## config.mk

```make
export PLATFORM = sky130hd
export DESIGN_NAME = ipsxe_floating_point_fixed_to_float_v1_0
export DESIGN_NICKNAME = d
export VERILOG_FILES = /design/src/rtl/ipsxe_floating_point_pkg.sv /design/src/rtl/ipsxe_floating_point_lzc_v1_0.sv /design/src/rtl/ipsxe_floating_point_fixed_to_float_v1_0.sv
export SDC_FILE = /design/constraint.sdc
export NUM_CORES = 1
export LEC_CHECK = 0
export CAP_MARGIN = 20
export CORE_MARGIN = 2
export CORE_UTILIZATION = 40
export CTS_CLUSTER_SIZE = 20
export DETAILED_ROUTE_END_ITERATION = 10
export DONT_BUFFER_PORTS = 1
export MAX_ROUTING_LAYER = met4
export SKIP_CTS_REPAIR_TIMING = 1
export SLEW_MARGIN = 25
export SYNTH_ARGS = -nofsm -noshare
export SYNTH_HDL_FRONTEND = slang
export SYNTH_SLANG_ARGS = --single-unit
```

## constraint.sdc

```tcl
create_clock -name i_aclk -period 5.5 [get_ports i_aclk]
set_input_delay 1.375 -clock i_aclk [delete_from_list [all_inputs] [get_ports i_aclk]]
set_output_delay 1.375 -clock i_aclk [all_outputs]
set_load 0.02 [all_outputs]
```

## src/rtl/ipsxe_floating_point_pkg.sv

```systemverilog
// Shared floating-point constants and helpers for the fixed<->float converter family.
// Width, bias and all-ones exponent derivations live here so every converter agrees on them.
package ipsxe_floating_point_pkg;

  typedef struct packed {
    logic inexact;
    logic overflow;
    logic underflow;
  } fp_flags_t;

  function automatic int fixed_width(input int int_bit, input int frac_bit);
    return int_bit + frac_bit;
  endfunction

  function automatic int exp_bias(input int exp_bit);
    return (1 << (exp_bit - 1)) - 1;
  endfunction

  function automatic int exp_all_ones(input int exp_bit);
    return (1 << exp_bit) - 1;
  endfunction

endpackage

```

## src/rtl/ipsxe_floating_point_lzc_v1_0.sv

```systemverilog
// Combinational leading-zero counter; an all-zero input reports WIDTH.
module ipsxe_floating_point_lzc_v1_0 #(
  parameter int WIDTH = 32,
  parameter int CNT_W = $clog2(WIDTH + 1)
) (
  input  logic [WIDTH-1:0] i_data,
  output logic [CNT_W-1:0] o_count,
  output logic             o_zero
);

  // Scanning upward lets the highest set bit win without a found flag.
  always_comb begin
    o_count = CNT_W'(WIDTH);
    for (int i = 0; i < WIDTH; i++) begin
      if (i_data[i]) o_count = CNT_W'(WIDTH - 1 - i);
    end
  end

  assign o_zero = ~|i_data;

endmodule

```

## src/rtl/ipsxe_floating_point_fixed_to_float_v1_0.sv

```systemverilog
// Three-stage two's-complement fixed-point to IEEE-style float converter:
// magnitude -> normalize -> round-to-nearest-even, with AXI4-Stream style handshake.
module ipsxe_floating_point_fixed_to_float_v1_0
  import ipsxe_floating_point_pkg::*;
#(
  parameter int FIXED_INT_BIT  = 32,
  parameter int FIXED_FRAC_BIT = 0,
  parameter int FLOAT_EXP_BIT  = 8,
  parameter int FLOAT_FRAC_BIT = 24
) (
  input  logic                                                 i_aclk,
  input  logic                                                 i_areset,
  input  logic                                                 i_aclken,
  input  logic [fixed_width(FIXED_INT_BIT, FIXED_FRAC_BIT)-1:0] i_axi4s_a_tdata,
  input  logic                                                 i_axi4s_a_tvalid,
  output logic                                                 o_axi4s_a_tready,
  output logic [FLOAT_EXP_BIT+FLOAT_FRAC_BIT-1:0]              o_axi4s_result_tdata,
  output logic                                                 o_axi4s_result_tvalid,
  input  logic                                                 i_m_axis_result_tready,
  output logic                                                 o_inexact,
  output logic                                                 o_overflow,
  output logic                                                 o_underflow
);

  localparam int W    = fixed_width(FIXED_INT_BIT, FIXED_FRAC_BIT);
  localparam int M    = FLOAT_FRAC_BIT;
  localparam int EW   = FLOAT_EXP_BIT;
  localparam int RW   = EW + M;
  localparam int LZW  = $clog2(W + 1);
  localparam int XW   = W + M;
  localparam int SEW  = EW + LZW + 2;
  localparam int EOFF = W - 1 - FIXED_FRAC_BIT + exp_bias(EW);
  localparam logic signed [SEW-1:0] EMAX = SEW'(exp_all_ones(EW));

  logic                  en;
  logic                  s1_valid_q, s1_valid_d, s1_sign_q, s1_sign_d;
  logic [W-1:0]          s1_mag_q, s1_mag_d;
  logic                  s2_valid_q, s2_valid_d, s2_sign_q, s2_sign_d;
  logic                  s2_zero_q, s2_zero_d;
  logic [W-2:0]          s2_frac_q, s2_frac_d;
  logic signed [SEW-1:0] s2_exp_q, s2_exp_d;
  logic                  out_valid_q, out_valid_d;
  logic [RW-1:0]         out_data_q, out_data_d;
  fp_flags_t             out_flags_q, out_flags_d;

  logic [LZW-1:0]        lz;
  logic                  mag_zero;
  logic [XW-1:0]         ext;
  logic                  guard, sticky, rnd_up, carry;
  logic [M-1:0]          frac_sum;
  logic signed [SEW-1:0] e_rnd;
  logic [RW-1:0]         res_data;
  fp_flags_t             res_flags;

  assign en = i_aclken && (!out_valid_q || i_m_axis_result_tready);
  assign o_axi4s_a_tready = en;

  // NOTE: every always_comb output is first given its held value, so no path leaves it unassigned and no latch is inferred.
  always_comb begin
    s1_valid_d = s1_valid_q;
    s1_sign_d  = s1_sign_q;
    s1_mag_d   = s1_mag_q;
    if (en) begin
      s1_valid_d = i_axi4s_a_tvalid;
      s1_sign_d  = i_axi4s_a_tdata[W-1];
      s1_mag_d   = i_axi4s_a_tdata[W-1] ? (~i_axi4s_a_tdata) + W'(1) : i_axi4s_a_tdata;
    end
  end

  ipsxe_floating_point_lzc_v1_0 #(.WIDTH(W), .CNT_W(LZW)) u_lzc (
    .i_data  (s1_mag_q),
    .o_count (lz),
    .o_zero  (mag_zero)
  );

  // The leading one is implicit after normalization, so only the bits below it are kept.
  always_comb begin
    s2_valid_d = s2_valid_q;
    s2_sign_d  = s2_sign_q;
    s2_zero_d  = s2_zero_q;
    s2_frac_d  = s2_frac_q;
    s2_exp_d   = s2_exp_q;
    if (en) begin
      s2_valid_d = s1_valid_q;
      s2_sign_d  = s1_sign_q;
      s2_zero_d  = mag_zero;
      s2_frac_d  = (W-1)'(s1_mag_q << lz);
      s2_exp_d   = SEW'(EOFF) - SEW'(lz);
    end
  end

  always_comb begin
    ext      = {s2_frac_q, {(M + 1){1'b0}}};
    guard    = ext[XW-M];
    sticky   = |ext[XW-M-1:0];
    rnd_up   = guard & (sticky | ext[XW-M+1]);
    frac_sum = {1'b0, ext[XW-1 -: M-1]} + M'(rnd_up);
    carry    = frac_sum[M-1];
    e_rnd    = s2_exp_q + SEW'(carry);

    res_data  = {s2_sign_q, e_rnd[EW-1:0], frac_sum[M-2:0]};
    res_flags = '{inexact: guard | sticky, overflow: 1'b0, underflow: 1'b0};
    if (s2_zero_q) begin
      res_data  = '0;
      res_flags = '0;
    end else if (e_rnd >= EMAX) begin
      res_data           = {s2_sign_q, {EW{1'b1}}, {(M - 1){1'b0}}};
      res_flags.overflow = 1'b1;
    end else if (e_rnd[SEW-1] || e_rnd == '0) begin
      res_data            = {s2_sign_q, {(RW - 1){1'b0}}};
      res_flags.underflow = 1'b1;
      res_flags.inexact   = 1'b1;
    end
  end

  always_comb begin
    out_valid_d = out_valid_q;
    out_data_d  = out_data_q;
    out_flags_d = out_flags_q;
    if (en) begin
      out_valid_d = s2_valid_q;
      out_data_d  = s2_valid_q ? res_data : '0;
      out_flags_d = s2_valid_q ? res_flags : '0;
    end
  end

  // NOTE: sequential state uses non-blocking assignments so every stage samples the pre-edge values of the one before.
  always_ff @(posedge i_aclk) begin
    if (i_areset) begin
      s1_valid_q  <= 1'b0;
      s1_sign_q   <= 1'b0;
      s1_mag_q    <= '0;
      s2_valid_q  <= 1'b0;
      s2_sign_q   <= 1'b0;
      s2_zero_q   <= 1'b0;
      s2_frac_q   <= '0;
      s2_exp_q    <= '0;
      out_valid_q <= 1'b0;
      out_data_q  <= '0;
      out_flags_q <= '0;
    end else begin
      s1_valid_q  <= s1_valid_d;
      s1_sign_q   <= s1_sign_d;
      s1_mag_q    <= s1_mag_d;
      s2_valid_q  <= s2_valid_d;
      s2_sign_q   <= s2_sign_d;
      s2_zero_q   <= s2_zero_d;
      s2_frac_q   <= s2_frac_d;
      s2_exp_q    <= s2_exp_d;
      out_valid_q <= out_valid_d;
      out_data_q  <= out_data_d;
      out_flags_q <= out_flags_d;
    end
  end

  assign o_axi4s_result_tdata  = out_data_q;
  assign o_axi4s_result_tvalid = out_valid_q;
  assign o_inexact             = out_flags_q.inexact;
  assign o_overflow            = out_flags_q.overflow;
  assign o_underflow           = out_flags_q.underflow;

endmodule

```

==> results.cfg <==
[status]
outcome = complete, no violations

[routing]
routed_wl_um = 22800
dr_wl_met2_um = 10200
top_layer_used = met4
routed-wl-met3_um = 1600
antenna_left = 0
routedWlPerCell_um = 18.6
m1WireLength_um = 10600
via_per_inst = 6.02
dr.first_iter.drc_count = 848
drc_errors = 0
vias = 7386
firstDrtPassIters = 6

[layout]
final_nets = 1004
area_growth_syn_to_layout_pct = 3.99
layout-drive-gt1-share_pct = 6.21
antenna_cells = 0

[yosys]
synth_edf_count = 0
synth_area_leaders = dfxtp_1 29%, nand2_1 5.6%, nor2_1 5.4%
syn_area_um2 = 7720
synth_cell_type_count = 74
syn_area_per_cell_um2 = 7.47
syn_inst = 1033
ys_warn_count = 0
ys_async_sr_fraction_pct = 0
syn_nets = 1076
ys_seq_elements = 112
synth.most_common_cell = nand2_1
synthTopCellsByCount = 116 x nand2_1, 112 x dfxtp_1, 112 x nor2_1, 75 x a21oi_1, 60 x clkbuf_1
synth_top_area_share_pct = 29.0
yosys_most_used_dff = dfxtp_1
yosysTopAreaCell = dfxtp_1
ys_seq_area_share_pct = 29.0

[sta]
post-route-period-util_pct = 71.6
finalClockSkew_ns = 0.0140
finalSetupViolCount = 0
finalCriticalPeriod_ns = 3.94
holdWs_ns = 0.454
tightest_slew_ns = 0.912
final_max_slew_viol_count = 0
rsz0062_at_grt = no
finalHoldViolCount = 0
clock.fmax_mhz = 254
setup_tns_ns = 0
relSlewSlack_pct = 38.7

[global_routing]
antenna_found_initial = 0
grt_usage_pct = 23.4
grt_pass1_wl_um = 37500
grt_max_degree = 101
grt_pass1_vias = 6910
grt_overflow_total = 0

[die]
die_x_um = 143
rows = 50
die-height_um = 143
ios = 74
core-area_um2 = 18800
dieArea_um2 = 20400
start_util_pct = 41.0

[min_path]
hold_class = flip-flop to flip-flop

[run]
max-cap-violations = 0

[worst_setup_path]
cp-end-kind = flip-flop
crit_fanout = 23
ff2ff_setup_slack_ns = 1.56
critPathLaunchType = flip-flop
required_ns = 5.80
critPathKind = flip-flop to flip-flop
worstPathArrival_ns = 4.24

[power_and_ir_drop]
leakagePower_nw = 2.81
total_power_mw = 2.53
vdd_drop_max_mv = 0.164
power-per-cell-area_nw_per_um2 = 315

[clock_tree]
cts_tree = built
clk-insertion-delay-late_ns = 0.37
htree_levels = 3
clock_path_buffers = 2
cts_sinks = 112
path_clk_slew_ns = 0.08
cts_buffers = 9
root_buffer = clkbuf_16

[place]
gp_congestion = 0.923
dp_hpwl_um = 16100
port_buffers = 0
==> cell type report <==
cell class	instances	area [um^2]
multi-input cells	812	5010
flip-flops and latches	112	2240
fillers	1967	10800
well taps	260	325
repair buffers	6	45.0
clock inverters	7	103
clock buffers	9	225
inverters	20	77.6
==> cell families (layout without fill, tap and decap cells) <==
family | after synthesis | count (layout) | synth area share, %
buffers and inverters | 109 | 42 | 6.39
AOI/OAI and AO/OA | 310 | 310 | 27.2
and+or+nand+nor | 405 | 405 | 25.2
DFF | 112 | 112 | 29.0
adders and majority gates | 6 | 6 | 0.972
muxes | 36 | 36 | 4.98
xor gates and xnor gates | 55 | 55 | 6.24
==> worst max-delay path: stages (launching register included) <==
cell and delay, ns:
dfxtp_1 0.34, nor3_1 0.06, nand2_1 0.10, o21a_1 0.12, ha_1 0.25, nand4_1 0.12, nor3_1 0.18, nand2_1 0.08
nor3_1 0.35, ha_1 0.27, ha_1 0.22, nand3_1 0.10, xor2_1 0.23, nor4_1 0.08, o21ai_1 0.36, and2_1 0.73
a22oi_1 0.14, nor2_1 0.13
==> state kept, by name, summed over array words and instances (netlist names) <==
name	count
s1_valid_q	1
s2_frac_q	31
s2_zero_q	1
s2_sign_q	1
s2_valid_q	1
s1_mag_q	32
s2_exp_q	8
o_axi4s_result_tvalid	1
o_axi4s_result_tdata	32
o_underflow	1
o_inexact	1
o_overflow	1
s1_sign_q	1
==> metal layers <==
metal	vias to the layer above	GRT usage, %
li1	3659	-
met1	3400	32.5
met2	289	34.9
met3	38	3.66
met4	0	7.03
met5	-	-
==> report_power, final <==
part           internal [mW]  switching, mW  total (mW)
Combinational          0.299          0.534       0.833
Clock                  0.373          0.356       0.729
Sequential             0.867         0.0975       0.965
Total                   1.54          0.988        2.53
==> metrics by stage <==
step	cells	instance area (um^2)	setup WS, ns	utilization, %
finish	1226	8030	1.56	42.6
detailed placement	1210	7700	1.58	40.9
global route	1226	8030	0.961	42.6
global placement	1210	7690	1.67	40.8
floorplan	1033	7720	1.91	-
CTS	1226	8030	1.55	42.6
==> worst paths after layout <==
check                                          startpoint                                    end  cells past startpoint
worst max-delay path            s2_frac_q[1]$_SDFFE_PP0P_  o_axi4s_result_tdata[13]$_SDFFE_PP0P_                     17
worst min-delay path               s1_sign_q$_SDFFE_PP0P_                 s1_sign_q$_SDFFE_PP0P_                      2
worst max register to register  s2_frac_q[1]$_SDFFE_PP0P_  o_axi4s_result_tdata[13]$_SDFFE_PP0P_                     17
worst min register to register     s1_sign_q$_SDFFE_PP0P_                 s1_sign_q$_SDFFE_PP0P_                      2
==> cell usage in the layout, fill, tap and decap left out, types with 10 or more instances in the layout <==
cell type  count
o211ai_1      19
nand2b_1      10
nand4_1       16
nand3_1       54
a22oi_1       43
nor3_1        28
xor2_1        33
inv_1         17
o31ai_1       15
nand2_1      116
and3_1        14
a211oi_1      38
mux2i_1       26
o21ai_0       43
a21oi_1       75
xnor2_1       22
dfxtp_1      112
nor2_1       111
No activity file was read; power rests on OpenSTA's default activity.
